File: src/rtl/conv_layer_pkg.sv
// rtl/conv_layer_pkg.sv - shared conv-layer state codes and default geometry
package conv_layer_pkg;

  localparam int CONV_DATA_WIDTH = 32;
  localparam int CONV_PORT_NUM   = 6;
  localparam int CONV_ROW_NUM    = 6;
  localparam int CONV_ADDR_WIDTH = 6;

  typedef enum logic [2:0] {
    ST_IDLE  = 3'd0,
    ST_WAIT  = 3'd1,
    ST_WRITE = 3'd2,
    ST_DONE  = 3'd3
  } conv_state_t;

  function automatic int clog2_min1(input int n);
    return (n > 1) ? $clog2(n) : 1;
  endfunction

endpackage

File: src/rtl/conv_row_serializer.sv
// rtl/conv_row_serializer.sv - row holding buffer with indexed word output
module conv_row_serializer
  import conv_layer_pkg::*;
#(
  parameter int DATA_WIDTH = CONV_DATA_WIDTH,
  parameter int PORT_NUM   = CONV_PORT_NUM,
  parameter int IDX_W      = clog2_min1(CONV_PORT_NUM)
) (
  input  logic                           clk,
  input  logic                           rst,
  input  logic                           i_load,
  input  logic [PORT_NUM*DATA_WIDTH-1:0] i_row,
  input  logic [IDX_W-1:0]               i_index,
  output logic [DATA_WIDTH-1:0]          o_word
);

  logic [DATA_WIDTH-1:0] r_words [PORT_NUM];

  // word 0 sits in the MSBs of the incoming row
  always_ff @(posedge clk) begin
    if (rst) begin
      for (int k = 0; k < PORT_NUM; k++) r_words[k] <= '0;
    end else if (i_load) begin
      for (int k = 0; k < PORT_NUM; k++)
        r_words[k] <= i_row[(PORT_NUM-1-k)*DATA_WIDTH +: DATA_WIDTH];
    end
  end

  assign o_word = r_words[i_index];

endmodule

File: src/rtl/conv_layer_output_interface.sv
// rtl/conv_layer_output_interface.sv - serialises accepted rows into sequential RAM writes
module conv_layer_output_interface
  import conv_layer_pkg::*;
#(
  parameter int DATA_WIDTH = CONV_DATA_WIDTH,
  parameter int PORT_NUM   = CONV_PORT_NUM,
  parameter int ROW_NUM    = CONV_ROW_NUM,
  parameter int ADDR_WIDTH = CONV_ADDR_WIDTH,
  parameter int BASE_ADDR  = 0
) (
  input  logic                           clk,
  input  logic                           rst,
  input  logic                           enable,
  input  logic                           in_valid,
  input  logic [PORT_NUM*DATA_WIDTH-1:0] in_result_port,
  output logic                           in_ready,
  output logic [ADDR_WIDTH-1:0]          ram_addr,
  output logic [DATA_WIDTH-1:0]          ram_data,
  output logic                           ram_we,
  output logic                           done,
  output logic [2:0]                     current_state
);

  localparam int IDX_W = clog2_min1(PORT_NUM);
  localparam int ROW_W = clog2_min1(ROW_NUM);
  localparam logic [IDX_W-1:0] LAST_IDX = IDX_W'(PORT_NUM - 1);
  localparam logic [ROW_W-1:0] LAST_ROW = ROW_W'(ROW_NUM - 1);

  conv_state_t           r_state;
  conv_state_t           w_next_state;
  logic [IDX_W-1:0]      r_index;
  logic [ROW_W-1:0]      r_row;
  logic                  w_in_ready;
  logic                  w_load;
  logic                  w_row_end;
  logic [DATA_WIDTH-1:0] w_word;
  logic [ADDR_WIDTH-1:0] w_addr;

  assign w_row_end = (r_index == LAST_IDX);
  assign w_load    = in_valid && w_in_ready;
  assign w_addr    = ADDR_WIDTH'(BASE_ADDR + int'(r_row) * PORT_NUM + int'(r_index));

  always_ff @(posedge clk) begin
    if (rst) r_state <= ST_IDLE;
    else     r_state <= w_next_state;
  end

  // the final word of a non-last row opens a one-cycle accept window so rows chain without a gap
  always_comb begin
    w_next_state = ST_IDLE;
    w_in_ready   = 1'b0;
    case (r_state)
      ST_IDLE:  w_next_state = enable ? ST_WAIT : ST_IDLE;
      ST_WAIT: begin
        w_in_ready = 1'b1;
        if (in_valid)     w_next_state = ST_WRITE;
        else if (!enable) w_next_state = ST_IDLE;
        else              w_next_state = ST_WAIT;
      end
      ST_WRITE: begin
        w_in_ready = w_row_end && (r_row != LAST_ROW);
        if (!w_row_end)               w_next_state = ST_WRITE;
        else if (in_valid && w_in_ready) w_next_state = ST_WRITE;
        else if (r_row == LAST_ROW)   w_next_state = ST_DONE;
        else                          w_next_state = ST_WAIT;
      end
      ST_DONE:  w_next_state = ST_IDLE;
      default:  w_next_state = ST_IDLE;
    endcase
  end

  always_ff @(posedge clk) begin
    if (rst) begin
      r_index  <= '0;
      r_row    <= '0;
      ram_we   <= 1'b0;
      ram_addr <= '0;
      ram_data <= '0;
      done     <= 1'b0;
    end else begin
      ram_we <= (r_state == ST_WRITE);
      done   <= (r_state == ST_DONE);
      case (r_state)
        ST_WAIT: begin
          if (w_load) begin
            r_index <= '0;
          end else if (!enable) begin
            r_row    <= '0;
            ram_addr <= '0;
          end
        end
        ST_WRITE: begin
          ram_addr <= w_addr;
          ram_data <= w_word;
          if (w_row_end) begin
            r_index <= '0;
            if (r_row != LAST_ROW) r_row <= r_row + ROW_W'(1);
          end else begin
            r_index <= r_index + IDX_W'(1);
          end
        end
        ST_DONE: begin
          r_row    <= '0;
          ram_addr <= '0;
        end
        default: ;
      endcase
    end
  end

  conv_row_serializer #(
    .DATA_WIDTH (DATA_WIDTH),
    .PORT_NUM   (PORT_NUM),
    .IDX_W      (IDX_W)
  ) u_serializer (
    .clk     (clk),
    .rst     (rst),
    .i_load  (w_load),
    .i_row   (in_result_port),
    .i_index (r_index),
    .o_word  (w_word)
  );

  assign in_ready      = w_in_ready;
  assign current_state = r_state;

endmodule

File: config.mk
export PLATFORM = sky130hd
export DESIGN_NAME = conv_layer_output_interface
export DESIGN_NICKNAME = d
export VERILOG_FILES = /design/src/rtl/conv_layer_pkg.sv /design/src/rtl/conv_row_serializer.sv /design/src/rtl/conv_layer_output_interface.sv
export SDC_FILE = /design/constraint.sdc
export NUM_CORES = 1
export LEC_CHECK = 0
export CAP_MARGIN = 20
export CORE_MARGIN = 4
export CORE_UTILIZATION = 44
export DETAILED_ROUTE_END_ITERATION = 7
export PLACE_DENSITY = 0.71
export RECOVER_POWER = 25
export SETUP_SLACK_MARGIN = 0.02
export SYNTH_ARGS = -nofsm -noshare
export SYNTH_HDL_FRONTEND = slang
export SYNTH_SLANG_ARGS = --single-unit
export TNS_END_PERCENT = 30
File: constraint.sdc
create_clock -name clk -period 14.36 [get_ports clk]
set_input_delay 2.872 -clock clk [delete_from_list [all_inputs] [get_ports clk]]
set_output_delay 2.872 -clock clk [all_outputs]
set_load 0.1 [all_outputs]
; Yosys cells after proc, flatten, opt, wreduce, memory -nomap -nowiden
; Memory sizes are Yosys's and may differ from the RTL's. A register that Yosys moved wholly into a read port is not among the register bits.
; Index checks and enable logic that the tools add are counted.
[totals]
reg_bits = 17
latchBits = 0
ram_bits = 192
rom_bits = 0
in_bits = 196
output_inout_bits = 44
elab_cells = 66
n_memories = 1
[op_classes]
n_addsub = 3
n_mul = 1
n_div = 0
magnitude_cmp = 0
n_eq_ne = 11
n_shift = 0
muxes = 29
n_bitwise = 6
reduce_logical = 9
[mem_list]
columns = name, depth, width, read_ports, rd_ports_with_merged_regs, write_ports, line_no
row1 = u_serializer.r_words, 6, 32, 1, 1, 6, conv_row_serializer.sv:17  ; logic [DATA_WIDTH-1:0] r_words [PORT_NUM];
[op_table]
columns = op, n
row1 = two-way mux 32 bit, 6
row2 = two-way mux 3 bit, 6
row3 = case mux 6 bit (3 select lines), 1
row4 = two-way mux 6 bit, 2
row5 = case mux 3 bit (3 select lines), 1
row6 = two-way mux 2 bit, 4
row7 = inequality test 2 bit (second input constant), 4
row8 = adder 3 x 1 -> 3 bit (second input constant), 2
row9 = adder 6 x 3 -> 6 bit, 1
row10 = == test 3 x 2 -> 1 bit (second input constant), 2
row11 = == test 3 bit (second input constant), 2
row12 = two-way mux 1 bit, 6
row13 = bitwise OR 1 bit, 6
row14 = case mux 2 bit (3 select lines), 1
row15 = case mux 3 bit (2 select lines), 1
row16 = multiplier 3 x 2 -> 5 bit (second input constant), 1
row17 = AND reduction 5 bit, 1
row18 = == test 3 x 1 -> 1 bit (second input constant), 1
row19 = logical AND 1 bit, 3
row20 = logical NOT 3 bit, 1
row21 = inequality test 3 bit (second input constant), 1
row22 = AND reduction 3 bit, 1
row23 = nonzero test 3 bit, 1
row24 = inequality test 2 x 1 -> 1 bit (second input constant), 1
row25 = other kinds (3), 3

; Depth between registers and ports, before layout
; Gate-level depths: netlist (run 1).
[depth]
word_depth = 8
depth_mapped = 8

; Modules after synthesis
; A second synthesis (run 1) with hierarchy kept.
[hier_totals]
cells_unflattened = 736
hier_area_um2 = 10752.8
[modules_own_cells]
columns = mod, instances, cells_per_inst, area_per_inst_um2, seq_area_each_um2
row1 = conv_row_serializer, 1, 517, 8617.0, 5765.5
row2 = conv_layer_output_interface, 1, 219, 2135.8, 960.9

; Worst setup path after synthesis (run 1)
; No wires, ideal clock.
[synth_path]
path_type = input -> register
start = in in_valid
end = mem u_serializer.r_words[0][0] (netlist name) (enable)
arrival_ns = 11.817
t_required_ns = 13.575
slack_ns = 1.758
stages = 2
path_buffers = 0
cell_sequence = nand2_1 > o21bai_1
[synth_rtl]
columns = item, line_no
row1 = start: declaration, conv_layer_output_interface.sv:14  ; input logic in_valid,
row2 = end: declaration, conv_row_serializer.sv:17

==> key figures, run 1 <==
Status
  – Status: finished with violations
  – Violated checks: capacitance limit, slew limit

Die
  – DIE AREA: 26600 um2
  – Top Ports: 240
  – Die Height: between 150 and 200 um
  – Die width: 163 um
  – Core Rows: 56
  – Starting density of the core: 44.9%
  – Core box area: 23600 um2

CTS
  – Total CTS buffers: 26
  – Clock network latency to the later pin of the worst-skew pair: 520 ps
  – Worst-path clk slew: 60 ps
  – CTS Root Cell: clkbuf_16
  – CTS tree: done
  – CTS HTree Levels: 1
  – Hold-fix buffers at CTS: 0
  – Setup Fix Bufs, Post-CTS: 0
  – # clock sinks: 240
  – CTS max path bufs: 3
  – Resized Gates After CTS: 0

Pwr
  – Maximum VDD drop: 0.0665 mV
  – Pwr/cell area: 112 nW/um2
  – Leak: 5.01 nW

STA
  – Hold WS: roughly 460 ps
  – Final hold violation count: 0
  – Max Fclk: 0.163 GHz
  – Setup Viol. Count Final: 0
  – Slew @ Worst Pin: 2340 ps
  – Setup TNS: 0 ps
  – RSZ-0062 raised after global routing: no
  – Period utilization: 42.7%
  – Max-slew violation count: 97
  – Minimum clock period after layout: 6140 ps
  – Clk_skew: 13.4 ps
  – Slew HR: -56.0%

Worst setup path
  – WS Path Type: in -> reg
  – CP Launch Type: primary input
  – Worst R2R End: u_serializer.r_words[2][5]$_SDFFCE_PN0P_
  – Worst Path Required: about 15000 ps
  – Worst Setup End Kind: flip-flop
  – Worst R2R Setup Slack: approximately 10000 ps
  – CP max FO: 77
  – Reg2Reg Depth: 6
  – Critical Path Start: in_valid
  – Critical Path End: u_serializer.r_words[2][5]$_SDFFCE_PN0P_
  – Arr. time, crit path: 6300 ps
  – Reg-to-Reg Start: current_state[0]$_SDFF_PP0_

Routing
  – Routed wire length: 24700 um
  – Initial DRC count: 444
  – Detail Route Antenna Nets: 0
  – Routed length per instance: approximately 18 um
  – # DRC: 0
  – Vias per cell: 5.02
  – DR pass1 iterations: 4
  – Vias: roughly 6700

Cells and area
  – Final std cells w/o fill: 1340
  – Final Instance Area: 14000 um2
  – Synth-to-Final Area Change: 32.1%
  – # nets final: roughly 1200
  – Share of layout cells above drive strength 1: under 10%
  – Filler instances: between 1500 and 2000

Yosys
  – Cell area after technology mapping: 10600 um2
  – Area fraction in compound gates after synthesis: 8.01%
  – Largest family of logic cells by synthesized area: simple AND/OR/NAND/NOR gates
  – Register area share after synthesis: between 60% and 70%
  – Predominant post-synthesis flop cell: edfxtp_1
  – Share of async-settable or async-resettable flops after synthesis: 0%
  – Post-Synth XOR/XNOR Area: less than 1%
  – Count of cell types in the netlist: 40
  – Mux contribution to synthesized area: 9.35%
  – Syn Area/Cell: 13.6 um2
  – Synth Warn #: 0
  – Simple-Gate Fraction of Synth Area: 13.7%
  – Syn Nets: between 900 and 1000
  – Post-synthesis adder-cell area fraction: 1.56%
  – Synth Instances: about 780
  – Register bit total from synthesis: 240
  – EDFF count, synth: 192

Place
  – Cell count after placement: roughly 1300
  – Dpl hpwl: 15800 um
  – Area after DPL: about 13000 um2
  – Placer Congestion: 0.803
  – Port Buffers: approximately 240

Global route
  – Grt total ovfl: 0
  – Total track usage: 18.2%
  – Initial antenna violation count: 3
  – First-pass GRT wire length: ~38000 um
  – Largest net degree at the start of global routing: 119
  – Vias in the first global route: 6996

Min path
  – Hold path cells: 2
  – HP Class: reg -> reg

Run
  – Total of max-cap violations: 2
power by group:
group	switching (mW)	internal [mW]
combinational	0.0701	0.0713
clock	0.264	0.376
sequential	0.00945	0.777
area by class of cell:
type                    instances  area (um2)  share of cell area, %
diodes                          3        7.51                 0.0536
flip-flops and latches        240        6730                   48.1
multi-input cells             474        3510                   25.1
repair buffers                247        2480                   17.7
inverters                      10        37.5                  0.268
clock inverters                12        90.1                  0.644
clock buffers                  35         736                   5.26
well taps                     319         399                   2.85
flip-flops by register name, indices dropped and copies added (netlist names):
signal                count
current_state             2
done                      1
r_index                   3
r_row                     3
ram_addr                  6
ram_data                 32
ram_we                    1
u_serializer.r_words    192
layer usage:
layer  up-vias  track usage [%]  routed length (um)
li1       3262                -                   -
met1      3244             23.5               10400
met2       185             31.1               12300
met3        36             3.81                1400
met4         0             5.26                 603
met5         -                0                   0
worst min path at each step:
| stage | start | end | slack, ps |
|---|---|---|---|
| 2_1_floorplan | r_row[1]$_SDFFE_PP0P_ | r_row[1]$_SDFFE_PP0P_ | 510 |
| 3_3_place_gp | ram_addr[5]$_SDFFE_PP0P_ | ram_addr[5]$_SDFFE_PP0P_ | 440 |
| 3_5_place_dp | ram_addr[5]$_SDFFE_PP0P_ | ram_addr[5]$_SDFFE_PP0P_ | 450 |
| 4_1_cts | ram_addr[5]$_SDFFE_PP0P_ | ram_addr[5]$_SDFFE_PP0P_ | 460 |
| 5_1_grt | ram_data[24]$_SDFFE_PP0P_ | ram_data[24]$_SDFFE_PP0P_ | 490 |
| 6_report | ram_addr[5]$_SDFFE_PP0P_ | ram_addr[5]$_SDFFE_PP0P_ | 460 |
metrics by stage:
step | setup WS, ps | power (mW) | utilization, %
3_5_place_dp | 8580 | 0.943 | 55.6
4_1_cts | 8300 | 1.58 | 59.1
3_3_place_gp | 8650 | 0.940 | 55.6
2_1_floorplan | 1760 | 0.876 | -
6_report | 8220 | 1.57 | 59.3
5_1_grt | 7840 | 1.62 | 59.3
critical path: stages:
cell           delay (ps)
dlygate4sd3_1         630
nand2_1               150
o21bai_1             1400
clkbuf_1              780
buf_16                370
placed cells by master, fill, tap and decap left out, types with 2 or more instances in the layout:
cell type	instances
or3_1	2
ha_1	10
nor2_4	2
nor2_1	7
clkinv_2	6
a22oi_1	33
nor2b_1	6
nor3_1	2
clkinvlp_4	3
o21ai_0	5
dfxtp_2	2
diode_2	3
nand3b_1	2
dlygate4sd3_1	2
a21oi_1	38
and2_1	147
fa_1	2
nand2_1	10
nor3b_1	2
dfxtp_1	45
clkinv_1	2
edfxtp_1	192
clkbuf_1	7
buf_4	5
nand3_1	3
buf_16	2
clkbuf_8	3
a211oi_1	3
xnor2_1	4
inv_1	10
and2_0	47
o21bai_1	2
a22o_1	32
clkdlybuf4s50_1	236
a31oi_1	3
mux2i_1	99
clkbuf_16	27
cell usage after synthesis, types with 3 or more instances:
library cell	n	area [um2]
a211oi_1	3	22.5
a21oi_1	38	190
a22o_1	32	280
a22oi_1	33	248
a31oi_1	3	18.8
and2_1	194	1210
buf_2	15	75.1
buf_4	11	82.6
buf_6	9	101
clkbuf_1	21	78.8
dfxtp_1	48	961
edfxtp_1	192	5770
ha_1	10	125
inv_1	10	37.5
mux2i_1	99	991
nand2_1	10	37.5
nand3_1	3	15.0
nor2_1	9	33.8
nor2b_1	7	43.8
o21ai_0	5	25.0
xnor2_1	4	35.0
logic make-up after synthesis:
logic type,Yosys count
compound gates,121
xor+xnor,4
fa+ha+maj,12
buf+inv,67
flops,240
mux,99
other cells,1
simple gates,237
No activity file was read; power rests on OpenSTA's default activity.
==> run 2: changes to the inputs <==
PLACE_DENSITY = 0.74   (was 0.71)
clock period = 5.6 ns   (was 14.36 ns; I/O delays follow)
==> key figures, run 2 (synthesized netlist as in run 1, its figures left out) <==
Status
  – Status: finished with violations (unchanged)
  – Violated checks: capacitance limit, slew limit (unchanged)

Global route
  – Vias in the first global route: 7233 (was 6996)
  – Total track usage: 18.4% (was 18.2%)
  – Initial antenna violation count: 0 (was 3)
  – Largest net degree at the start of global routing: 193 (was 119)
  – First-pass GRT wire length: 38700 um (was 37900 um)
  – Grt total ovfl: 0 (unchanged)

Worst setup path
  – WS Path Type: reg -> reg (was in -> reg)
  – Reg2Reg Depth: 4 (was 6)
  – CP Launch Type: flip-flop (was primary input)
  – Worst Setup End Kind: flip-flop (unchanged)
  – Arr. time, crit path: 4930 ps (was 6300 ps)
  – Worst Path Required: 6010 ps (was 14530 ps)
  – CP max FO: 37 (was 77)

Place
  – Area after DPL: 13200 um2 (was 13100 um2)
  – Placer Congestion: 0.792 (was 0.803)
  – Port Buffers: 238 (unchanged)
  – Dpl hpwl: 15800 um (about the same)

Cells and area
  – Commonest non-fill, non-tap cells in the layout: clkdlybuf4s50_1 (221), edfxtp_1 (192), and2_1 (174), mux2i_1 (99), dfxtp_1 (46) (was clkdlybuf4s50_1 (236), edfxtp_1 (192), and2_1 (147), mux2i_1 (99), and2_0 (47))
  – Max reg flops: 192 (unchanged)
  – Share of layout cells above drive strength 1: 5.21% (was 5.60%)
  – Commonest non-fill, non-tap cell in the layout: clkdlybuf4s50_1 (unchanged)
  – Final Instance Area: 14000 um2 (about the same)
  – Synth-to-Final Area Change: 32.2% (was 32.1%)
  – Biggest regs: u_serializer.r_words: 192 flops, ram_data: 32 flops, ram_addr: 6 flops (unchanged)
  – # nets final: 1207 (unchanged)
  – Layout Utilization: 59.3% (about the same)
  – Register with the highest flop count: u_serializer.r_words (unchanged)

CTS
  – Worst-path clk slew: 60 ps (about the same)
  – CTS max path bufs: 3 (unchanged)
  – Resized Gates After CTS: 0 (unchanged)
  – CTS Root Cell: clkbuf_16 (unchanged)
  – Clock network latency to the later pin of the worst-skew pair: 520 ps (about the same)
  – # clock sinks: 240 (unchanged)
  – Setup Fix Bufs, Post-CTS: 0 (unchanged)
  – Total CTS buffers: 26 (unchanged)
  – CTS HTree Levels: 1 (unchanged)
  – CTS tree: done (unchanged)
  – Hold-fix buffers at CTS: 0 (unchanged)

Die
  – Starting density of the core: 44.9% (unchanged)
  – Core Rows: 56 (unchanged)
  – Top Ports: 240 (unchanged)
  – Core box area: 23600 um2 (unchanged)
  – Die width: 163 um (unchanged)
  – DIE AREA: 26600 um2 (unchanged)
  – Die Height: 163 um (unchanged)

STA
  – Slew @ Worst Pin: 3030 ps (was 2340 ps)
  – Minimum clock period after layout: 4520 ps
  – Slew HR: -103% (was -56.0%)
  – Period utilization: around four fifths
  – Max-slew violation count: 327 (was 97)
  – Clk_skew: 6.73 ps (was 13.4 ps)
  – Setup TNS: 0 ps (unchanged)
  – Final hold violation count: 0 (unchanged)
  – Setup Viol. Count Final: 0 (unchanged)
  – RSZ-0062 raised after global routing: no (unchanged)
  – Max Fclk: around 0.22 GHz

Routing
  – Initial DRC count: 330 (was 444)
  – DR pass1 iterations: 6 (was 4)
  – Routed length per instance: 18.7 um (was 18.5 um)
  – # DRC: 0 (unchanged)
  – Detail Route Antenna Nets: 0 (unchanged)
  – Vias: 6740 (was 6727)
  – Routed wire length: 25000 um (was 24700 um)
  – Vias per cell: 5.04 (was 5.02)

Pwr
  – Pwr/cell area: 293 nW/um2 (was 112 nW/um2)
  – Total Power: 4.11 mW (was 1.57 mW)
  – Leak: 5.10 nW (was 5.01 nW)
  – Maximum VDD drop: 0.178 mV (was 0.0665 mV)

Run
  – Total of max-cap violations: 5 (was 2)

Min path
  – Hold path cells: 1 (was 2)
  – HP Class: reg -> reg (unchanged)
==> run 2: cell types whose count changed in the layout (fill, tap and decap cells not counted), moves of 2 or more <==
cell	delta
clkinv_2	-6
diode_2	-2
clkinvlp_4	-3
and2_1	+27
and2_0	-27
buf_16	-2
clkbuf_1	+3
clkbuf_8	+3
dlygate4sd3_1	+15
clkdlybuf4s50_1	-15
==> run 2: per-layer routing <==
metal	track usage, %	share of wire, %	up-vias
li1	-	-	3271
met2	32.4	52	188
met5	0	0	-
met3	3.81	6.0	28
met1	23.1	41	3253
met4	5.26	1.7	0
==> run 2: report_power, final <==
part	switching, mW	leakage [nW]	internal [mW]
combinational	0.183	2.31	0.180
clock	0.668	0.422	1.05
sequential	0.0226	2.38	2.00
==> run 2: layout make-up <==
type | instances | area, um2
well taps | 319 | 399
inverters | 10 | 37.5
diodes | 1 | 2.50
fillers | 1897 | 9610
clock buffers | 43 | 796
flip-flops and latches | 240 | 6730
clock inverters | 4 | 72.6
repair buffers | 247 | 2460
multi-input cells | 474 | 3500
==> run 2: final timing paths <==
kind                            slack (ps)                   endpoint                       from
worst max-delay path                  1080  ram_data[28]$_SDFFE_PP0P_    r_index[0]$_SDFFE_PP0P_
worst min-delay path                   470  ram_data[16]$_SDFFE_PP0P_  ram_data[16]$_SDFFE_PP0P_
worst max register to register        1080  ram_data[28]$_SDFFE_PP0P_    r_index[0]$_SDFFE_PP0P_
worst min register to register         470  ram_data[16]$_SDFFE_PP0P_  ram_data[16]$_SDFFE_PP0P_
==> run 2: stage by stage <==
stage / hold slack [ps] / std cells / setup slack (ps)
2_1_floorplan: 506 / 781 / 576
3_3_place_gp: 455 / 1290 / 1940
3_5_place_dp: 462 / 1290 / 1890
4_1_cts: 469 / 1337 / 1310
5_1_grt: 489 / 1337 / 725
6_report: 470 / 1338 / 1080
==> run 2: critical path, stage by stage (launching register included) <==
cell,delay (ps)
dfxtp_1,320
clkbuf_2,1100
nor2b_1,2350
a21oi_1,280
a22o_1,310
==> run 3: changes to the inputs <==
PLACE_DENSITY = 0.71   (was 0.74)
clock period = 4.7 ns   (was 5.6 ns; I/O delays follow)
==> key figures, run 3 (synthesized netlist as in run 1, its figures left out) <==
Pwr
  – Leak: 4.97 nW (was 5.10 nW)
  – Pwr/cell area: 338 nW/um2 (was 293 nW/um2)
  – Clk pwr share: 39.7% (was 42.0%)
  – Net Sw Power: 1.01 mW (was 0.873 mW)
  – Internal: 3.69 mW (was 3.23 mW)
  – Total Power: 4.70 mW (was 4.11 mW)
  – Combinational share of power: 9.2% (was 8.8%)
  – Maximum VDD drop: 0.202 mV (was 0.178 mV)
  – Sequential Power Share: 51.0% (was 49.2%)
  – Switching Fraction: 21.5% (was 21.3%)

Cells and area
  – Max reg flops: 192 (unchanged)
  – Synth-to-Final Area Change: 31.4% (was 32.2%)
  – Filler instances: 1882 (was 1897)
  – Final Instance Area: 13900 um2 (was 14000 um2)
  – Commonest non-fill, non-tap cell in the layout: clkdlybuf4s50_1 (unchanged)
  – FF+latch area: 6730 um2 (about the same)
  – Share of layout cells above drive strength 1: 4.93% (was 5.21%)
  – Biggest regs: u_serializer.r_words: 192 flops, ram_data: 32 flops, ram_addr: 6 flops (unchanged)
  – Register with the highest flop count: u_serializer.r_words (unchanged)
  – Commonest non-fill, non-tap cells in the layout: clkdlybuf4s50_1 (236), edfxtp_1 (192), and2_1 (146), mux2i_1 (99), and2_0 (48) (was clkdlybuf4s50_1 (221), edfxtp_1 (192), and2_1 (174), mux2i_1 (99), dfxtp_1 (46))
  – # nets final: 1204 (was 1207)
  – Multi-input logic area: 3510 um2 (was 3500 um2)

STA
  – Post-route setup slack: 652 ps (was 1080 ps)
  – Clk_skew: 10.2 ps (was 6.73 ps)
  – Setup Viol. Count Final: 0 (unchanged)
  – Max Fclk: 0.247 GHz
  – Minimum clock period after layout: 4050 ps
  – Max-slew violation count: 0 (was 327)
  – Setup TNS: 0 ps (unchanged)
  – RSZ-0062 raised after global routing: no (unchanged)
  – Final hold violation count: 0 (unchanged)
  – Slew @ Worst Pin: 1460 ps (was 3030 ps)
  – Slew HR: 2.83% (was -103%)
  – Hold WS: 461 ps (was 470 ps)
  – Period utilization: 86.1%

Global route
  – GRT met1 Usage: 23.6% (was 23.1%)
  – Largest net degree at the start of global routing: 117 (was 193)
  – GRT met2 Usage: 30.6% (was 32.4%)
  – First-pass GRT wire length: 37500 um (was 38700 um)
  – Met3 usage: 3.15% (was 3.81%)
  – Total track usage: 17.9% (was 18.4%)
  – GRT busiest layer: met2 (unchanged)
  – Vias in the first global route: 6872 (was 7233)
  – Grt total ovfl: 0 (unchanged)
  – Initial antenna violation count: 2 (was 0)

CTS
  – CTS tree: done (unchanged)
  – Hold-fix buffers at CTS: 0 (unchanged)
  – Clock network latency to the later pin of the worst-skew pair: 510 ps (was 520 ps)
  – Total CTS buffers: 25 (was 26)
  – Setup Fix Bufs, Post-CTS: 0 (unchanged)
  – CTS max path bufs: 3 (unchanged)
  – Resized Gates After CTS: 0 (unchanged)
  – Worst-path clk slew: 60 ps (about the same)
  – # clock sinks: 240 (unchanged)
  – CTS Root Cell: clkbuf_16 (unchanged)
  – CTS HTree Levels: 1 (unchanged)

Routing
  – Initial DRC count: 451 (was 330)
  – Vias per cell: 5.04 (about the same)
  – Routed wire length: 24400 um (was 25000 um)
  – Vias: 6728 (was 6740)
  – # DRC: 0 (unchanged)
  – Routed length per instance: 18.3 um (was 18.7 um)
  – Detail Route Antenna Nets: 0 (unchanged)
  – DR pass1 iterations: 4 (was 6)

Place
  – Dpl hpwl: 15500 um (was 15800 um)
  – Area after DPL: 13200 um2 (about the same)
  – Setup WS pre-CTS: 1160 ps (was 1890 ps)
  – Placer Congestion: 0.753 (was 0.792)
  – Port Buffers: 238 (unchanged)

Worst setup path
  – Worst Setup End Kind: output pin (was flip-flop)
  – Slowest stage delay, CP: 1150 ps (was 2350 ps)
  – CP Buf/Inv Count: 2 (was 1)
  – CP Launch Type: flip-flop (unchanged)
  – Crit-path cells: inv_1, ha_1, a31oi_1, nor2b_1, clkdlybuf4s50_1 (was clkbuf_2, nor2b_1, a21oi_1, a22o_1)
  – Worst Path Required: 3760 ps (was 6010 ps)
  – CP max FO: 17 (was 37)
  – Arr. time, crit path: 3110 ps (was 4930 ps)
  – WS Path Type: reg -> out (was reg -> reg)
  – Slowest cell on crit path: clkdlybuf4s50_1 (was nor2b_1)
  – Crit path max-delay family: buffers and inverters (was simple AND/OR/NAND/NOR gates)

Status
  – Status: completed (was finished with violations)

Die
  – Core box area: 23600 um2 (unchanged)
  – Core Rows: 56 (unchanged)
  – DIE AREA: 26600 um2 (unchanged)
  – Die width: 163 um (unchanged)
  – Die Height: 163 um (unchanged)
  – Top Ports: 240 (unchanged)
  – Starting density of the core: 44.9% (unchanged)

Min path
  – HP Class: reg -> reg (unchanged)

Run
  – Total of max-cap violations: 0 (was 5)
## run 3: cell types whose count changed in the layout (fill, tap and decap cells not counted), moves of 3 or more
cell and delta:
and2_1 -28, clkdlybuf4s50_1 +15, clkbuf_8 -5, clkbuf_1 -4
buf_4 -3, dlygate4sd3_1 -15, clkinv_1 +6, and2_0 +28
## run 3: power by group through the flow
stage	clock network, mW	registers [mW]	logic [mW]
6_report	1.87	2.40	0.434
3_5_place_dp	0	2.44	0.440
5_1_grt	1.99	2.41	0.465
2_1_floorplan	0	2.50	0.154
3_3_place_gp	0	2.44	0.437
4_1_cts	1.91	2.40	0.442
## run 3: tightest hold or removal path: cells and delay by family, from the launching register on
| kind | cells | cell delay [ps] |
|---|---|---|
| DFF | 1 | 310 |
| and+or+nand+nor | 1 | 50 |
| AOI/OAI and AO/OA | 1 | 50 |
## run 3: cell type report
| class | instances | area share, % |
|---|---|---|
| tap | 319 | 2.87 |
| sequential | 240 | 48.4 |
| timing repair buffer | 245 | 17.6 |
| antenna | 1 | 0.0180 |
| clock inverter | 13 | 0.809 |
| multi-input combinational | 474 | 25.3 |
| inverter | 10 | 0.270 |
| clock buffer | 32 | 4.76 |
## run 3: worst paths after layout
path / slack [ps] / depth (start not counted) / to / startpoint
max: 650 / 5 / in_ready / current_state[0]$_SDFF_PP0_
min: 460 / 2 / ram_addr[2]$_SDFFE_PP0P_ / ram_addr[2]$_SDFFE_PP0P_
max reg2reg: 1530 / 6 / u_serializer.r_words[4][2]$_SDFFCE_PN0P_ / current_state[0]$_SDFF_PP0_
min reg2reg: 460 / 2 / ram_addr[2]$_SDFFE_PP0P_ / ram_addr[2]$_SDFFE_PP0P_
## run 3: stage by stage
stage / util (%) / instances
after floorplan: - / 781
after global placement: 55.9 / 1288
after global routing: 58.9 / 1334
after detailed placement: 55.9 / 1288
final: 58.9 / 1334
after CTS: 59.1 / 1333
## run 3: layer usage
layer | vias to the layer above | wire length (um)
met5 | - | 20
met4 | 2 | 482
met3 | 36 | 1340
met2 | 199 | 12300
met1 | 3229 | 10200
li1 | 3262 | -
==> variant 1 (settings of run 2) <==
Set the package constant `CONV_PORT_NUM` to 5 (it was 6).
--- a/src/rtl/conv_layer_pkg.sv
+++ b/src/rtl/conv_layer_pkg.sv
@@ -2,7 +2,7 @@
 package conv_layer_pkg;
 
   localparam int CONV_DATA_WIDTH = 32;
-  localparam int CONV_PORT_NUM   = 6;
+  localparam int CONV_PORT_NUM   = 5;
   localparam int CONV_ROW_NUM    = 6;
   localparam int CONV_ADDR_WIDTH = 6;
 
Interface: changed (resized in_result_port); port bits go from 240 to 208. No check against the original RTL was run, so the function may have changed too.
==> variant 1 against run 2 <==
  * The flow still finishes with violations (max-capacitance violations, max-slew violations)
  * Synthesized area fell by 14%
  * Clock power fell by 23%
  * Routed wire length fell by 18%
  * Total power fell by 15%
  * Global-route usage fell by 1.3 points
  * Clock skew rose by 0.013 ns
  * Final cell count fell by 10%
  * Cell area fell by 14%
  * Count of clock-buffer cells in the layout fell by 12
  * Synthesized cell count fell by 6.9%
  * Combinational power rose by 10%
  * Die area fell by 14%
  * Setup slack improved by 0.069 ns
  * Sequential cell count fell by 32
  * Critical path type is now in2reg
==> variant 1: results (changes against run 2) <==
* Outcome: complete, but fails checks (unchanged)
* Failing checks: max-capacitance violations, max-slew violations (unchanged)
* Worst min-delay path startpoint: ram_addr[2]$_SDFFE_PP0P_ (was ram_data[16]$_SDFFE_PP0P_)
* Number of instances in the synthesized netlist at 727 (was 781)
* Mux contribution to synthesized area at 0.0728 (was 0.0935)
* Count of input and output buffers at 206 (was 238)
* Instance count after placement with tap cells included at 1162 (was 1290)
* WS Path Type: in2reg (was reg2reg)
* Largest registers: u_serializer.r_words x160, ram_data x32, ram_addr x6 (was u_serializer.r_words x192, ram_data x32, ram_addr x6)
* R2r setup slk at 2.21 ns (was 1.08 ns)
* Number of iterations in the first detailed-routing pass at 4 (was 6)
* Hold endpoint: ram_addr[2]$_SDFFE_PP0P_ (was ram_data[16]$_SDFFE_PP0P_)
* Capture point of the worst reg-to-reg path: u_serializer.r_words[2][23]$_SDFFCE_PN0P_ (was ram_data[28]$_SDFFE_PP0P_)
* Top cells by area, synth: sky130_fd_sc_hd__edfxtp_1 (53%), sky130_fd_sc_hd__and2_1 (11%), sky130_fd_sc_hd__dfxtp_1 (11%) (was sky130_fd_sc_hd__edfxtp_1 (54%), sky130_fd_sc_hd__and2_1 (11%), sky130_fd_sc_hd__mux2i_1 (9.4%))
* Final number of max-transition violations at 108 (was 327)
* Count of maximum capacitance violations at 2 (was 5)
* Post-synthesis compound-gate area fraction at 0.0786 (was 0.0801)
* Crit path launch: rst (was r_index[0]$_SDFFE_PP0P_)
* Worst setup skew after layout at 0.0193 ns (was 0.00673 ns)
* Placer's final routability congestion estimate at 0.754 (was 0.792)
* Share of the synthesized netlist area taken by xor and xnor gates at 0.00386 (was 0.00331)
* Number of fill cells in the layout at 1631 (was 1897)
* Vias in the first global route at 6000 (was 7233)
* Arrival time at the worst endpoint at 4.68 ns (was 4.93 ns)
* Worst Tran Pin Value at 2.43 ns (was 3.03 ns)
* Drt total wl at 20400 um (was 25000 um)
* Total leakage power at 4.28 nW (was 5.10 nW)
* Clock network latency to the later pin of the worst-skew pair at 0.50 ns (was 0.52 ns)
* Hold slack final at 0.474 ns (was 0.470 ns)
* Antenna Cells at 0 (was 1)
* Fraction of the yosys area taken by sequential cells at 0.636 (was 0.635)
* Beginning of the worst register-to-register path: r_row[1]$_SDFFE_PP0P_ (was r_index[0]$_SDFFE_PP0P_)
* Adder-cell share of the synthesized area at 0.0257 (was 0.0156)
* Final net count at 1098 (was 1207)
* Global-route usage over all layers at 0.172 (was 0.184)
* Most frequent cells after synthesis: sky130_fd_sc_hd__and2_1 (160), sky130_fd_sc_hd__edfxtp_1 (160), sky130_fd_sc_hd__mux2i_1 (66) (was sky130_fd_sc_hd__and2_1 (194), sky130_fd_sc_hd__edfxtp_1 (192), sky130_fd_sc_hd__mux2i_1 (99))
* Pin count of the biggest net entering global routing at 161 (was 193)
* CTS Buf Count at 22 (was 26)
## variant 1: cell families after synthesis
| kind of cell | Yosys count |
|---|---|
| adders and majority gates | 18 |
| buffers and inverters | 54 |
| AOI/OAI and AO/OA | 121 |
| muxes | 66 |
| other | 1 |
| and+or+nand+nor | 255 |
| DFF | 208 |
| xor gates and xnor gates | 4 |
## variant 1: cell type report
class                           instances  area share
Clock buffer                           31      0.0513
Clock inverter                          8     0.00407
Inverter                                5     0.00157
Multi-Input combinational cell        465       0.256
Sequential cell                       208       0.482
Tap cell                              270      0.0282
Timing Repair Buffer                  214       0.177
## variant 1: power breakdown
| group | switching, mW | internal, mW |
|---|---|---|
| clock network | 0.565 | 0.764 |
| registers | 0.0245 | 1.73 |
| logic | 0.223 | 0.178 |
| total | 0.813 | 2.67 |
## variant 1: metrics by stage
step | instance area [sq um] | worst slack [ns] | utilization
6_report | 12000 | 1.15 | 0.592
3_3_place_gp | 11300 | 2.15 | 0.560
4_1_cts | 12000 | 1.60 | 0.593
2_1_floorplan | 9080 | 1.17 | -
3_5_place_dp | 11300 | 2.12 | 0.560
5_1_grt | 12000 | 0.879 | 0.592
## variant 1: worst max-delay path: stages
cell and delay (ns):
sky130_fd_sc_hd__buf_2 0.07, sky130_fd_sc_hd__clkbuf_1 1.71, sky130_fd_sc_hd__nor3_1 0.30, sky130_fd_sc_hd__clkbuf_1 0.89, sky130_fd_sc_hd__and2_1 0.52
## variant 1: per-layer routing
metal  GRT usage  share of wire
met1       0.225           0.43
met2       0.294           0.49
met3      0.0390          0.062
met4      0.0364          0.018
met5           0              0
==> variant 2 (config.mk and constraints of run 2) <==
Made on the original files. Make the reset (`rst`) asynchronous in 3 clocked blocks.
--- a/src/rtl/conv_row_serializer.sv
+++ b/src/rtl/conv_row_serializer.sv
@@ -17,7 +17,7 @@
   logic [DATA_WIDTH-1:0] r_words [PORT_NUM];
 
   // word 0 sits in the MSBs of the incoming row
-  always_ff @(posedge clk) begin
+  always_ff @(posedge clk or posedge rst) begin
     if (rst) begin
       for (int k = 0; k < PORT_NUM; k++) r_words[k] <= '0;
     end else if (i_load) begin
--- a/src/rtl/conv_layer_output_interface.sv
+++ b/src/rtl/conv_layer_output_interface.sv
@@ -40,7 +40,7 @@
   assign w_load    = in_valid && w_in_ready;
   assign w_addr    = ADDR_WIDTH'(BASE_ADDR + int'(r_row) * PORT_NUM + int'(r_index));
 
-  always_ff @(posedge clk) begin
+  always_ff @(posedge clk or posedge rst) begin
     if (rst) r_state <= ST_IDLE;
     else     r_state <= w_next_state;
   end
@@ -69,7 +69,7 @@
     endcase
   end
 
-  always_ff @(posedge clk) begin
+  always_ff @(posedge clk or posedge rst) begin
     if (rst) begin
       r_index  <= '0;
       r_row    <= '0;
Behaviour: differs if rst is asserted again (counterexample within 4 cycles, from zero or initial values and one cycle with rst high); with rst held inactive, the same outputs for 4 cycles.
==> variant 2 against run 2 <==
  * Sequential cell count did not move
  * Critical path depth increased by 2
  * Synthesized area rose by 9.4%
  * Routed wire length up 10%
  * Non-clock buffer count rose by 11
  * Synthesized cell count shrank 6.9%
  * Cell area rose by 6.5%
  * The flow still finishes with violations (max-capacitance violations, max-slew violations)
  * Setup slack better by 0.43 ns
Power is not compared: it rests on default switching activity, and its combinational part moved more than twofold at a synthesized area within 25%.
==> variant 2: results (changes against run 2) <==
* Outcome: complete, but fails checks (unchanged)
* Failing checks: max-capacitance violations, max-slew violations (unchanged)
* R2r setup slk at 1.71 ns (was 1.08 ns)
* Pin count of the biggest net entering global routing at 137 (was 193)
* Mean cell area of the mapped netlist at 15.9 sq um (was 13.6 sq um)
* Antenna Cells at 0 (was 1)
* Post-synthesis net count at 935 (was 989)
* Vias in the first global route at 7459 (was 7233)
* Wire length on met2 at 13000 um (was 12900 um)
* Placer's final routability congestion estimate at 0.801 (was 0.792)
* Hold slack final at 0.476 ns (was 0.470 ns)
* Adder-cell share of the synthesized area at 0.0143 (was 0.0156)
* FFs w/ async S/R, synth at 1.00 (was 0)
* Instance count after placement with tap cells included at 1269 (was 1290)
* Share of the synthesized netlist area taken by xor and xnor gates at 0.00302 (was 0.00331)
* Unique masters post-synth at 39 (was 40)
* Placed wire-length estimate after detailed placement at 18200 um (was 15800 um)
* Final number of max-transition violations at 75 (was 327)
* CTS Buf Count at 27 (was 26)
* DRT iter0 DRCs at 476 (was 330)
* Number of vias after detailed routing at 6771 (was 6740)
* Wire length of the first global-routing pass at 43500 um (was 38700 um)
* Top cells by area, synth: sky130_fd_sc_hd__dfrtp_1 (52%), sky130_fd_sc_hd__mux2_4 (23%), sky130_fd_sc_hd__mux4_2 (6.2%) (was sky130_fd_sc_hd__edfxtp_1 (54%), sky130_fd_sc_hd__and2_1 (11%), sky130_fd_sc_hd__mux2i_1 (9.4%))
* Via-per-instance ratio at 5.14 (was 5.04)
* Global-route usage over all layers at 0.189 (was 0.184)
* Count of maximum capacitance violations at 2 (was 5)
* Beginning of the worst register-to-register path: current_state[0]$_DFF_PP0_ (was r_index[0]$_SDFFE_PP0P_)
* Uppermost signal routing layer after detailed routing: met5 (was met4)
* Number of iterations in the first detailed-routing pass at 5 (was 6)
-- variant 2: report_power, final --
group,internal [mW],switching [mW],total [mW]
clock network,1.03,0.719,1.75
logic,2.04,2.12,4.16
registers,2.59,0.537,3.12
total,5.66,3.38,9.03
-- variant 2: worst max-delay path by stage --
stage                                            end  slack [ns]  cells after the start
2_1_floorplan             current_state[0]$_DFF_PP0_        1.33                      1
4_1_cts                                     in_ready        1.49                      6
3_3_place_gp   u_serializer.r_words[140]$_DFFE_PP0P_        1.94                      5
5_1_grt                         r_row[2]$_DFFE_PP0P_        1.37                      7
6_report                                    in_ready        1.52                      6
3_5_place_dp   u_serializer.r_words[135]$_DFFE_PP0P_        1.93                      5
-- variant 2: cells by family (layout without fill, tap and decap cells) --
family | Yosys count | count (layout)
compound gates | 55 | 55
xor+xnor | 4 | 4
fa+ha+maj | 12 | 12
buf+inv | 59 | 315
flops | 240 | 240
mux | 257 | 257
other cells | 1 | 1
simple gates | 99 | 99
-- variant 2: layout make-up --
type                            instances  area (sq um)
Multi-Input combinational cell        428          5000
Clock inverter                         11          88.8
Fill cell                            2077         11100
Sequential cell                       240          6010
Inverter                                9          35.0
Clock buffer                           37           793
Tap cell                              335           419
Timing Repair Buffer                  258          2570
-- variant 2: worst max-delay path: stages, from the launching register on --
cell and delay [ns]:
sky130_fd_sc_hd__dfrtp_1 0.42, sky130_fd_sc_hd__inv_1 0.10, sky130_fd_sc_hd__ha_1 0.18, sky130_fd_sc_hd__nand2_1 0.19
sky130_fd_sc_hd__a41oi_4 0.16, sky130_fd_sc_hd__and2b_1 0.25, sky130_fd_sc_hd__clkdlybuf4s50_1 1.12
-- variant 2: per-layer routing --
layer  global-route usage  up-vias
met2                0.299      169
met3               0.0367       44
met5                    0        -
met4               0.0462        2
li1                     -     3114
met1                0.272     3442
